==> src/rtl/mdu_hazard_tracker_pkg.sv <==
// rtl/mdu_hazard_tracker_pkg.sv - shared types, widths and match helper for the md hazard tracker
`ifndef MULT_PPL_STAGE
`define MULT_PPL_STAGE 3
`endif
`ifndef DIV_LAT
`define DIV_LAT 33
`endif
`ifndef REG_ADDR_W
`define REG_ADDR_W 5
`endif

package mdu_hazard_tracker_pkg;

    localparam int REG_ADDR_W = `REG_ADDR_W;

    typedef logic [REG_ADDR_W-1:0] reg_addr_t;

    // x0 never creates a dependency; with check_en clear the enable is ignored
    function automatic logic reg_match(
        input logic      en,
        input reg_addr_t addr,
        input reg_addr_t pend,
        input logic      check_en
    );
        return (addr != '0) && (addr == pend) && (en || !check_en);
    endfunction

endpackage

==> src/rtl/div_occupancy_ctr.sv <==
// rtl/div_occupancy_ctr.sv - divider occupancy down-counter with destination latch and wb decode
module div_occupancy_ctr
    import mdu_hazard_tracker_pkg::*;
#(
    parameter int DIV_LAT = 33,
    parameter int CNT_W   = $clog2(DIV_LAT + 1)
) (
    input  logic             clk,
    input  logic             rst,
    input  logic             i_issue,
    input  logic [4:0]       i_rd,
    output logic [CNT_W-1:0] o_cnt,
    output logic [4:0]       o_rd,
    output logic             o_busy,
    output logic             o_wb_valid
);

    logic [CNT_W-1:0] r_cnt;
    logic [4:0]       r_rd;

    // a new issue reloads even if the previous divide is still counting
    always_ff @(posedge clk or posedge rst) begin
        if (rst) begin
            r_cnt <= '0;
            r_rd  <= '0;
        end else if (i_issue) begin
            r_cnt <= CNT_W'(DIV_LAT);
            r_rd  <= i_rd;
        end else if (r_cnt != '0) begin
            r_cnt <= r_cnt - 1'b1;
        end
    end

    assign o_cnt      = r_cnt;
    assign o_rd       = r_rd;
    assign o_busy     = (r_cnt != '0);
    assign o_wb_valid = (r_cnt == CNT_W'(1)) && (r_rd != '0);

endmodule

==> src/rtl/mdu_hazard_tracker.sv <==
// rtl/mdu_hazard_tracker.sv - tracks in-flight mul/div results and raises the ID-stage stall
`ifndef MULT_PPL_STAGE
`define MULT_PPL_STAGE 3
`endif
`ifndef DIV_LAT
`define DIV_LAT 33
`endif

module mdu_hazard_tracker
    import mdu_hazard_tracker_pkg::*;
#(
    parameter int MULT_LAT = `MULT_PPL_STAGE,
    parameter int DIV_LAT  = `DIV_LAT,
    parameter int CHECK_EN = 1
) (
    input  logic                clk,
    input  logic                rst,
    input  logic                rs1_re_id_i,
    input  logic                rs2_re_id_i,
    input  logic                rd_we_id_i,
    input  logic [4:0]          rs1_addr_id_i,
    input  logic [4:0]          rs2_addr_id_i,
    input  logic [4:0]          rd_addr_id_i,
    input  logic                md_id_i,
    input  logic                div_id_i,
    input  logic                issue_i,
    input  logic                issue_div_i,
    input  logic [4:0]          issue_rd_i,
    output logic                stall_o,
    output logic [MULT_LAT-1:0] mult_busy_o,
    output logic                div_busy_o,
    output logic                wb_valid_o,
    output logic [4:0]          wb_rd_o,
    output logic                wb_div_o
);

    localparam int   CNT_W  = $clog2(DIV_LAT + 1);
    localparam logic W_CHK  = (CHECK_EN != 0);

    logic [MULT_LAT-1:0]      r_mult_valid;
    logic [MULT_LAT-1:0][4:0] r_mult_rd;

    logic             w_mult_load;
    logic             w_mult_wb;
    logic [CNT_W-1:0] w_div_cnt;
    logic [4:0]       w_div_rd;
    logic             w_div_busy;
    logic             w_div_wb;
    logic             w_hazard;
    logic             w_struct;
    logic             w_collide;

    assign w_mult_load = issue_i && !issue_div_i && (issue_rd_i != '0);

    always_ff @(posedge clk or posedge rst) begin
        if (rst) begin
            r_mult_valid <= '0;
            r_mult_rd    <= '0;
        end else begin
            r_mult_valid[0] <= w_mult_load;
            r_mult_rd[0]    <= w_mult_load ? issue_rd_i : 5'd0;
            for (int i = 1; i < MULT_LAT; i++) begin
                r_mult_valid[i] <= r_mult_valid[i-1];
                r_mult_rd[i]    <= r_mult_rd[i-1];
            end
        end
    end

    div_occupancy_ctr #(
        .DIV_LAT (DIV_LAT),
        .CNT_W   (CNT_W)
    ) u_div_ctr (
        .clk        (clk),
        .rst        (rst),
        .i_issue    (issue_i && issue_div_i),
        .i_rd       (issue_rd_i),
        .o_cnt      (w_div_cnt),
        .o_rd       (w_div_rd),
        .o_busy     (w_div_busy),
        .o_wb_valid (w_div_wb)
    );

    function automatic logic id_hits(input logic [4:0] pend);
        return reg_match(rs1_re_id_i, rs1_addr_id_i, pend, W_CHK)
            || reg_match(rs2_re_id_i, rs2_addr_id_i, pend, W_CHK)
            || reg_match(rd_we_id_i,  rd_addr_id_i,  pend, W_CHK);
    endfunction

    always_comb begin
        w_hazard = 1'b0;
        for (int i = 0; i < MULT_LAT; i++) begin
            if (r_mult_valid[i] && id_hits(r_mult_rd[i])) begin
                w_hazard = 1'b1;
            end
        end
        if (w_div_busy && (w_div_rd != '0) && id_hits(w_div_rd)) begin
            w_hazard = 1'b1;
        end
    end

    // a mult issued now would retire in the same cycle as the pending divide
    assign w_collide = md_id_i && !div_id_i && (w_div_cnt == CNT_W'(MULT_LAT + 1));
    assign w_struct  = md_id_i && div_id_i && w_div_busy;
    assign stall_o   = w_hazard || w_struct || w_collide;

    assign w_mult_wb   = r_mult_valid[MULT_LAT-1];
    assign mult_busy_o = r_mult_valid;
    assign div_busy_o  = w_div_busy;
    assign wb_valid_o  = w_mult_wb || w_div_wb;
    assign wb_rd_o     = w_mult_wb ? r_mult_rd[MULT_LAT-1] : (w_div_wb ? w_div_rd : 5'd0);
    assign wb_div_o    = !w_mult_wb && w_div_wb;

    a_no_issue_on_stall: assert property (@(posedge clk) disable iff (rst) !(issue_i && stall_o));

endmodule
==> config.mk <==
export PLATFORM = sky130hd
export DESIGN_NAME = mdu_hazard_tracker
export DESIGN_NICKNAME = d
export VERILOG_FILES = /design/src/rtl/mdu_hazard_tracker_pkg.sv /design/src/rtl/div_occupancy_ctr.sv /design/src/rtl/mdu_hazard_tracker.sv
export SDC_FILE = /design/constraint.sdc
export NUM_CORES = 1
export LEC_CHECK = 0
export ABC_AREA = 0
export ABC_CLOCK_PERIOD_IN_PS = 4500
export BUFFER_PORTS_ARGS = -buffer_cell sky130_fd_sc_hd__buf_4
export CAP_MARGIN = 20
export CORE_MARGIN = 2
export CORE_UTILIZATION = 48
export CTS_BUF_LIST = sky130_fd_sc_hd__clkbuf_8
export CTS_CLUSTER_DIAMETER = 40
export CTS_CLUSTER_SIZE = 30
export DETAILED_ROUTE_END_ITERATION = 16
export PLACE_DENSITY = 0.71
export REMOVE_ABC_BUFFERS = 1
export SYNTH_ARGS = -nofsm -noshare
export SYNTH_HDL_FRONTEND = slang
export SYNTH_SLANG_ARGS = --single-unit
==> constraint.sdc <==
create_clock -name clk -period 4.5 [get_ports clk]
set_clock_uncertainty 0.05 [all_clocks]
set_input_delay 0.225 -clock clk [delete_from_list [all_inputs] [get_ports clk]]
set_output_delay 0.225 -clock clk [all_outputs]
set_load 0.02 [all_outputs]
==> summary.md <==
| Metric | Value |
|---|---|
| Tcrit/Tclk final | `0.543` |
| FF-to-FF Start | `u_div_ctr.o_cnt[4]` |
| Most common cell after layout, fill and taps aside | `xnor2_1` |
| Antenna-violating nets left | `0` |
| RSZ-0062 raised after global routing | `false` |
| Fin. max-slew vios | `0` |
| CTS HTree Levels | `2` |
| VDD IR-drop max | `258 uV` |
| Initial Util | `0.499` |
| Ys async rst share | `1.00` |
| Synthesized area | `2010 um^2` |
| Synth Warn # | `0` |
| GRT Overall Usage | `0.233` |
| Chip Height | `68.7 um` |
| Crit Path Class | `flip-flop to primary output` |
| Site Rows | `23` |
| Largest family of logic cells by synthesized area | `XOR/XNOR gates` |
| Post-CTS Setup Repair Bufs | `0` |
| Endpoints failing hold | `0` |
| Layout cells sized above 1 | `0.244` |
| # DRC | `0` |
| Critical-path maximum fanout | `4` |
| Port Buffers | `40` |
| DRT Pass-1 Iters | `4` |
| Root buffer cell | `clkbuf_8` |
| GP Congestion | `between 0.9 and 1` |
| Worst slack at placement | `around 2400 ps` |
| DP Wirelength | `around 3800 um` |
| Final nets | `273` |
| Synth top area share | `0.361` |
| Pin count of the biggest net entering global routing | `22` |
| Hold path startpoint | `issue_div_i` |
| # IOs | `slightly above 40` |
| Hold Crit Class | `input pin to flip-flop` |
| DIE AREA | `4720 um^2` |
| Rel. slew slack | `0.621` |
| Lkg Pwr | `1.02 nW` |
| Outcome | `complete, no violations` |
| Worst slew pin tran | `563 ps` |
| Netlist cell types | `36` |
| Reg clk slew, reported paths | `60 ps` |
| Mapped Cells | `around 210` |
| Critical path required time | `around 4200 ps` |
| Maximum clock insertion buffer count | `2` |
| Compound-Gate Fraction of Synth Area | `0.0660` |
| Clock latency on the worst-skew pair | `280 ps` |
| Fmax achieved | `409 MHz` |
| DR iter-0 viols | `roughly 130` |
| Post-Synth Simple-Gate Area | `0.179` |
| Sequential share of the synthesized area | `0.361` |
| Setup tns final | `0 ps` |
| Most frequent cells in the layout | `44 x xnor2_1, 40 x buf_4, 29 x dfrtp_1, 20 x nand2_1, 20 x xor2_1` |
| Reg2reg setup slack | `between 2000 and 3000 ps` |
| PwrDens | `between 300 and 400 nW/um^2` |
| Area of the core | `4030 um^2` |
| Area leader, netlist | `dfrtp_1` |
| WP data arrival | `about 2200 ps` |
| Crit. End Element | `primary output` |
| Clock sinks | `29` |
| CTS buffer count | `5` |
| Total wire length | `around 4800 um` |
| Final WS setup | `slightly above 2000 ps` |
| Post-CTS Hold Buffers | `1` |
| Via Count | `around 1,600` |
| #FFs+latches synth | `29` |
| Mux cell area share after synthesis | `0.0330` |
| Synth top area cells | `dfrtp_1 36%, xnor2_1 19%, xor2_1 8.7%` |
| Xor/xnor share of the synthesized area | `0.279` |
| Via density | `about 5.4` |
| First-pass GRT wire length | `a little under 8000 um` |
| Average wire per standard cell | `~16 um` |
| CTS tree | `built` |
| Resize count post-CTS | `0` |
| Crit path from | `u_div_ctr.o_cnt[0]` |
| Top FF cell, synth | `dfrtp_1` |
| Shortest period the worst path allows | `between 2000 and 2500 ps` |
| ANT cells | `0` |
| # setup viols final | `0` |
| GRT overflow | `0` |
| Number of synthesized flops with an enable pin | `0` |
| Maxcap violations | `0` |
| Startpoint Class | `flip-flop` |
| Die width | `between 60 and 70 um` |
| Initial antenna violation count | `0` |
| Syn Area/Cell | `9.44 um^2` |
| Area Overhead vs Synth | `19.5%` |
| Synth Area in Adders | `0.0187` |
| Vias in the first global route | `1,584` |
synth_stat cells (6+ instances only):
cell type,number
nand2_1,20
xor2_1,20
clkbuf_1,11
nand3_1,9
xnor2_1,44
dfrtp_1,29
and2_1,6
nor4_1,10
final cells by class:
cell class / instances / area, um^2
sequential: 29 / 726
tap: 50 / 62.6
clock buffer: 7 / 96.3
timing repair buffer: 42 / 338
multi-input combinational: 158 / 1160
clock inverter: 1 / 5.00
inverter: 5 / 18.8
fill: 364 / 1630
critical path, cell delays in order (launching register included):
cell,delay [ps]
dfrtp_1,410
inv_1,90
ha_1,190
nor4b_1,310
mux2i_1,260
o32ai_1,120
nor3_1,190
nand4_1,130
buf_4,180
registers in the layout (all words and copies together), names as in the netlist:
register and count:
mult_busy_o 3, r_mult_rd 15, u_div_ctr.o_cnt 6, u_div_ctr.o_rd 5
final timing paths:
kind                                           end  cells after the start
worst max-delay path                       stall_o                      8
worst min-delay path            u_div_ctr.o_cnt[3]                      2
worst max register to register  u_div_ctr.o_cnt[1]                      3
worst min register to register      mult_busy_o[2]                      0
max in group asynchronous             r_mult_rd[8]                      4
min in group asynchronous       u_div_ctr.o_cnt[1]                      3
power breakdown:
part | switching, mW | total [mW] | leakage (nW) | internal (mW)
logic | 0.128 | 0.266 | 0.591 | 0.138
registers | 0.0571 | 0.355 | 0.372 | 0.298
clock network | 0.0973 | 0.235 | 0.0542 | 0.138
per-stage QoR:
stage | std cells | cell area, um^2 | hold slack [ps] | util | power, mW
floorplan | 192 | 1900 | 253 | - | 0.527
global placement | 282 | 2260 | 374 | 0.562 | 0.618
detailed placement | 283 | 2290 | 225 | 0.569 | 0.626
CTS | 292 | 2400 | 73.8 | 0.597 | 0.867
global route | 292 | 2400 | 92.9 | 0.597 | 0.918
finish | 292 | 2400 | 85.8 | 0.597 | 0.856
cells by family after synthesis:
group	after synthesis
buffers and inverters	26
AO/OA/AOI/OAI	18
flip-flops	29
adder cells (fa/ha/maj)	3
AND/OR/NAND/NOR	67
XOR/XNOR	64
multiplexers	6
layer usage:
layer  share of wire  up-vias  global-route usage
met2            0.49       54               0.385
met3           0.054        9              0.0536
met1            0.44      755               0.296
met4           0.018        0              0.0882
li1                -      766                   -
met5               0        -                   0
No activity file was read; power rests on OpenSTA's default activity.
